<file path="src/rtl/bus_key_uart_responder.sv">
// bus_key_uart_responder: key FIFO with interrupt, key/status loads, and an 8N1 UART transmitter behind the CPU bus
// Ports: clk, reset (async active-low); bus_address/bus_write_data/bus_write_enable/bus_read_enable in,
// bus_read_data out (registered); interrupt_vector out, interrupt_ack in; key_valid/key_data in; uart_tx out (idles high).
module bus_key_uart_responder #(
   parameter logic [63:0] KEY_BASE     = 64'h0000_0000_1000_0000,
   parameter logic [63:0] ART_BASE     = 64'h0000_0000_1000_0008,
   parameter int          FIFO_DEPTH   = 4,
   parameter int          CLKS_PER_BIT = 434
) (
   input  logic        clk,
   input  logic        reset,
   input  logic [63:0] bus_address,
   input  logic [63:0] bus_write_data,
   input  logic        bus_write_enable,
   input  logic        bus_read_enable,
   output logic [63:0] bus_read_data,
   output logic [3:0]  interrupt_vector,
   input  logic        interrupt_ack,
   input  logic        key_valid,
   input  logic [7:0]  key_data,
   output logic        uart_tx
);
   localparam int AW = $clog2(FIFO_DEPTH);
   localparam int BW = CLKS_PER_BIT > 1 ? $clog2(CLKS_PER_BIT) : 1;
   localparam logic [BW-1:0] BAUD_LAST = BW'(CLKS_PER_BIT - 1);
   localparam logic [AW:0] FULL = (AW+1)'(FIFO_DEPTH);

   typedef enum logic [1:0] {IDLE, START, DATA, STOP} tx_state_t;

   logic          prev_rd, prev_wr, rd_acc, wr_acc, key_hit, art_hit;
   logic [7:0]    wr_byte;
   logic [7:0]    mem [FIFO_DEPTH];
   logic [AW-1:0] rd_ptr, wr_ptr;
   logic [AW:0]   count;
   logic          key_ovr, tx_ovr, armed;
   logic          pop, push, key_drop, status_rd, tx_start, tx_drop, tx_busy, tick;
   tx_state_t     state, state_n;
   logic [BW-1:0] baud, baud_n;
   logic [2:0]    bit_idx, bit_n;
   logic [7:0]    tx_byte;
   logic          tx_n;
   logic          unused;

   assign unused = ^bus_write_data[63:8];

   // first-cycle detection is registered, so an access seen at one edge acts on the next
   assign pop       = rd_acc & key_hit & (count != '0);
   assign push      = key_valid & ((count != FULL) | pop);
   assign key_drop  = key_valid & ~push;
   assign status_rd = rd_acc & art_hit;
   assign tx_busy   = state != IDLE;
   assign tx_start  = wr_acc & art_hit & ~tx_busy;
   assign tx_drop   = wr_acc & art_hit & tx_busy;
   assign tick      = baud == BAUD_LAST;

   always_ff @(posedge clk)
      if (push) mem[wr_ptr] <= key_data;

   always_ff @(posedge clk or negedge reset)
      if (!reset) begin
         prev_rd          <= 1'b0;
         prev_wr          <= 1'b0;
         rd_acc           <= 1'b0;
         wr_acc           <= 1'b0;
         key_hit          <= 1'b0;
         art_hit          <= 1'b0;
         wr_byte          <= '0;
         rd_ptr           <= '0;
         wr_ptr           <= '0;
         count            <= '0;
         key_ovr          <= 1'b0;
         tx_ovr           <= 1'b0;
         armed            <= 1'b1;
         bus_read_data    <= '0;
         interrupt_vector <= '0;
      end else begin
         prev_rd          <= bus_read_enable;
         prev_wr          <= bus_write_enable;
         rd_acc           <= bus_read_enable & ~prev_rd;
         wr_acc           <= bus_write_enable & ~prev_wr;
         key_hit          <= bus_address == KEY_BASE;
         art_hit          <= bus_address == ART_BASE;
         wr_byte          <= bus_write_data[7:0];
         if (push) wr_ptr <= wr_ptr + 1'b1;
         if (pop) rd_ptr <= rd_ptr + 1'b1;
         count            <= count + (AW+1)'(push) - (AW+1)'(pop);
         // a new overflow in the same cycle as a status read survives the clear
         key_ovr          <= (key_ovr & ~status_rd) | key_drop;
         tx_ovr           <= (tx_ovr & ~status_rd) | tx_drop;
         armed            <= pop | (armed & ~interrupt_ack);
         interrupt_vector <= {3'b0, (count != '0) & armed};
         if (rd_acc & key_hit) bus_read_data <= pop ? {55'b0, 1'b1, mem[rd_ptr]} : '0;
         else if (status_rd) bus_read_data <= {53'b0, 3'(count), 5'b0, tx_ovr, key_ovr, tx_busy};
      end

   always_ff @(posedge clk or negedge reset)
      if (!reset) begin
         state   <= IDLE;
         baud    <= '0;
         bit_idx <= '0;
         tx_byte <= '0;
         uart_tx <= 1'b1;
      end else begin
         state   <= state_n;
         baud    <= baud_n;
         bit_idx <= bit_n;
         uart_tx <= tx_n;
         if (tx_start) tx_byte <= wr_byte;
      end

   // uart_tx is registered from the next state so the line changes together with the state
   always_comb begin
      state_n = state;
      baud_n  = (state == IDLE || tick) ? '0 : baud + 1'b1;
      bit_n   = (state == IDLE) ? 3'd0 : bit_idx;
      case (state)
         IDLE:    if (tx_start) state_n = START;
         START:   if (tick) state_n = DATA;
         DATA:    if (tick) begin
                     bit_n = bit_idx + 3'd1;
                     if (bit_idx == 3'd7) state_n = STOP;
                  end
         STOP:    if (tick) state_n = IDLE;
         default: state_n = IDLE;
      endcase
      tx_n = (state_n == DATA) ? tx_byte[bit_n] : (state_n != START);
   end
endmodule

</file>
<file path="config.mk">
export PLATFORM = sky130hd
export DESIGN_NAME = bus_key_uart_responder
export DESIGN_NICKNAME = d
export VERILOG_FILES = /design/src/rtl/bus_key_uart_responder.sv
export SDC_FILE = /design/constraint.sdc
export NUM_CORES = 1
export LEC_CHECK = 0
export ABC_AREA = 1
export BUFFER_PORTS_ARGS = -buffer_cell sky130_fd_sc_hd__clkbuf_2
export CAP_MARGIN = 25
export CELL_PAD_IN_SITES_DETAIL_PLACEMENT = 0
export CELL_PAD_IN_SITES_GLOBAL_PLACEMENT = 1
export CORE_UTILIZATION = 31
export DETAILED_ROUTE_END_ITERATION = 16
export HOLD_SLACK_MARGIN = 0.02
export PLACE_DENSITY_LB_ADDON = 0.1
export SETUP_SLACK_MARGIN = 0.5
export SYNTH_ARGS = -nofsm -noshare
export SYNTH_HDL_FRONTEND = slang
export SYNTH_SLANG_ARGS = --single-unit
</file>
<file path="constraint.sdc">
create_clock -name clk -period 2.2 [get_ports clk]
set_input_delay 0.22 -clock clk [delete_from_list [all_inputs] [get_ports clk]]
set_output_delay 0.22 -clock clk [all_outputs]
set_load 0.02 [all_outputs]
</file>
==> results.toml <==
[floorplan]
start_util = 0.317
die_x_um = 121
num_io_pins = 211
fp-row-count = 43
core_area_um2 = 13800
dieArea_um2 = 14600
die_y_um = 121

[sta]
slew-limit-headroom = 0.601
finalWorstSetupSlack_ns = 0.469
fin_crit_sh = 0.787
rsz0062_at_grt = "yes"
slew_viol_final = 0
hold_viol = 0
fin_setup_tns_ns = 0
fmax_ghz = 0.578
setup_viol = 0
whs_ns = 0.0459
finalCriticalPeriod_ns = 1.73
tightest_slew_ns = 0.598
skew_ns = 0.00547

[cts]
cts_tree = "built"
h-tree-depth = 3
clk_latency_ns = 0.34
clk_pin_slew_worst_paths_ns = 0.07
clockBufferDepth = 2
root_buffer = "clkbuf_16"
cts_buffers = 9
cts_sinks = 91

[setup_path]
r2r_setup_slack_ns = 0.47
cp_slowest_cell = "dfrtp_1"
cp.required_ns = 2.43
worstSetupPathType = "flip-flop to flip-flop"
r2r_end = "count[2]$_DFF_PN0_"
arrival_ns = 1.96
worstPathCellList = "inv_2, nand2_4, nor2_4, nor2_4, ha_4, inv_2, ha_4, fa_2, xor2_1"
crit_family = "adder cells"
crit_buf_inv = 2
crit_path_end_kind = "flip-flop"
max_stage_delay_ns = 0.41
crit_start = "count[2]$_DFF_PN0_"
cp-start-kind = "flip-flop"
rr_startpoint = "count[2]$_DFF_PN0_"
rr_worst_depth = 9
path_max_fanout = 3

[layout]
fin_util = 0.395
areaGrowthSynthToFinish_pct = 24.6
drive_above_1_share = 0.296
instances_no_fill = 754
antenna_cells = 0
layout_common_cells = "99 x clkbuf_2, 64 x nand2_1, 56 x conb_1, 56 x dfrtp_1, 47 x nor2_1"
final_area_um2 = 5460
mostFrequentLayoutCell = "clkbuf_2"
final_nets = 722

[pwr]
pwr-share-clk = 0.345
cell_internal_pwr_mw = 3.05
power_mw = 4.17
p_sw_frac = 0.269
comb_power_share = 0.170
p_leak_nw = 2.66
p_per_area_nw_per_um2 = 763
ir_drop_uv = 402
pwr-share-seq = 0.485
p_sw_mw = 1.12

[min_path]
hold_end = "armed$_DFF_PN1_"
hold_path_startpoint = "interrupt_ack"
min_path_type = "input pin to flip-flop"
whs_path_depth = 2

[drt]
vias = 3159
antenna_left = 0
wl_per_cell_um = 11.5
dr_wl_met3_um = 474
drc_errors = 0
drt-pass1-iter-count = 4
met2_length_mm = 4.18
routed.top_layer = "met4"
vias_per_cell = 4.19
routedLengthMet1_mm = 3.92
wl_mm = 8.69
drtIter0Drc = 174

[grt]
globalRouteOverflowTotal = 0
grt_pass1_wl_mm = 14.5
antenna_found_initial = 0
grt_max_degree = 39
grt_pass1_vias = 3022
grt.total_usage = 0.130

[yosys]
synth_warnings = 0
synth_area_um2 = 4380
synth-seq-area-share = 0.557
synth_area_per_cell_um2 = 10.0
ys_seq_elements = 91
yosysUniqueCellTypes = 37
netlist_instances = 438

[place]
port_buffers = 98
gp_congestion = 0.765
place_ws_ns = 0.313
hpwl_mm = 6.55
placed_cell_area_um2 = 4990
dp_cells = 720

[run_status]
status = "finished clean"

[flow_run]
max_cap_viol_count = 0
-- cell families (layout without fill, tap and decap cells) --
logic type,count (synthesis),count (layout),synth area share
buffers and inverters,103,184,0.137
AO/OA/AOI/OAI,51,51,0.0660
AND/OR/NAND/NOR,174,174,0.191
adder cells (fa/ha/maj),11,11,0.0331
multiplexers,1,1,0.00257
other,1,56,0.000856
XOR/XNOR,6,6,0.0120
flip-flops,91,91,0.557
-- layer usage --
layer | track usage | up-vias
met2 | 0.216 | 123
li1 | - | 1595
met1 | 0.166 | 1430
met5 | 0 | -
met3 | 0.0268 | 11
met4 | 0.0463 | 0
-- how the worst max path moves through the flow --
| stage | to | slack (ns) | depth (start not counted) |
|---|---|---|---|
| after global placement | count[2]$_DFF_PN0_ | 0.33 | 9 |
| after floorplan | count[2]$_DFF_PN0_ | 0.32 | 10 |
| after CTS | count[2]$_DFF_PN0_ | 0.47 | 9 |
| after detailed placement | count[2]$_DFF_PN0_ | 0.31 | 9 |
| final | count[2]$_DFF_PN0_ | 0.47 | 9 |
| after global routing | count[2]$_DFF_PN0_ | 0.42 | 9 |
-- sequential cells by signal (all words and copies together) (netlist names) --
signal            cells
armed                 1
art_hit               1
baud                  9
bit_idx               3
bus_read_data        11
count                 3
interrupt_vector      1
key_hit               1
key_ovr               1
mem                  32
prev_rd               1
prev_wr               1
rd_acc                1
rd_ptr                2
state                 2
tx_byte               8
tx_ovr                1
uart_tx               1
wr_acc                1
wr_byte               8
wr_ptr                2
-- worst reg2reg max path, stage by stage, from the launching register on --
cell and delay, ns:
dfrtp_1 0.41, inv_2 0.09, nand2_4 0.06, nor2_4 0.11
nor2_4 0.05, ha_4 0.25, inv_2 0.03, ha_4 0.14
fa_2 0.33, xor2_1 0.14
-- cell type report --
type | instances | area [µm²]
fillers | 1367 | 8370
flip-flops and latches | 91 | 2440
multi-input cells | 299 | 1610
repair buffers | 128 | 756
clock buffers | 11 | 244
well taps | 180 | 225
inverters | 40 | 150
clock inverters | 5 | 36.3
-- Yosys cell counts, drive strengths merged --
cell type / number / area (µm²)
a21oi: 9 / 45.0
a32o: 5 / 50.1
and3: 2 / 12.5
buf: 60 / 440
clkbuf: 3 / 11.3
clkinv: 1 / 3.75
conb: 1 / 3.75
dfrtp: 57 / 1430
dfstp: 2 / 52.6
edfxtp: 32 / 961
fa: 1 / 20.0
ha: 10 / 125
inv: 39 / 146
mux2: 1 / 11.3
nand2: 75 / 317
nand3: 16 / 97.6
nand3b: 1 / 7.51
nand4: 6 / 52.6
nor2: 54 / 231
nor3: 7 / 35.0
nor3b: 3 / 22.5
nor4: 9 / 56.3
o21ai: 33 / 169
o22ai: 4 / 25.0
or2: 1 / 6.26
xor2: 6 / 52.6
-- power groups by stage --
stage | clock network, mW | logic (mW) | registers, mW
floorplan | 0 | 0.436 | 2.04
global placement | 0 | 0.583 | 2.05
detailed placement | 0 | 0.595 | 2.06
CTS | 1.50 | 0.701 | 2.02
global route | 1.58 | 0.804 | 2.04
finish | 1.44 | 0.709 | 2.02
-- repair_timing --
action	in CTS	in global routing
hold buffers	11	0
pin swaps	4	0
setup buffers	6	1
hold endpoints to repair	30	0
gates resized for setup	6	2
endpoints found under the setup margin	2	4
gates cloned	0	0
No activity file was read; power rests on OpenSTA's default activity.
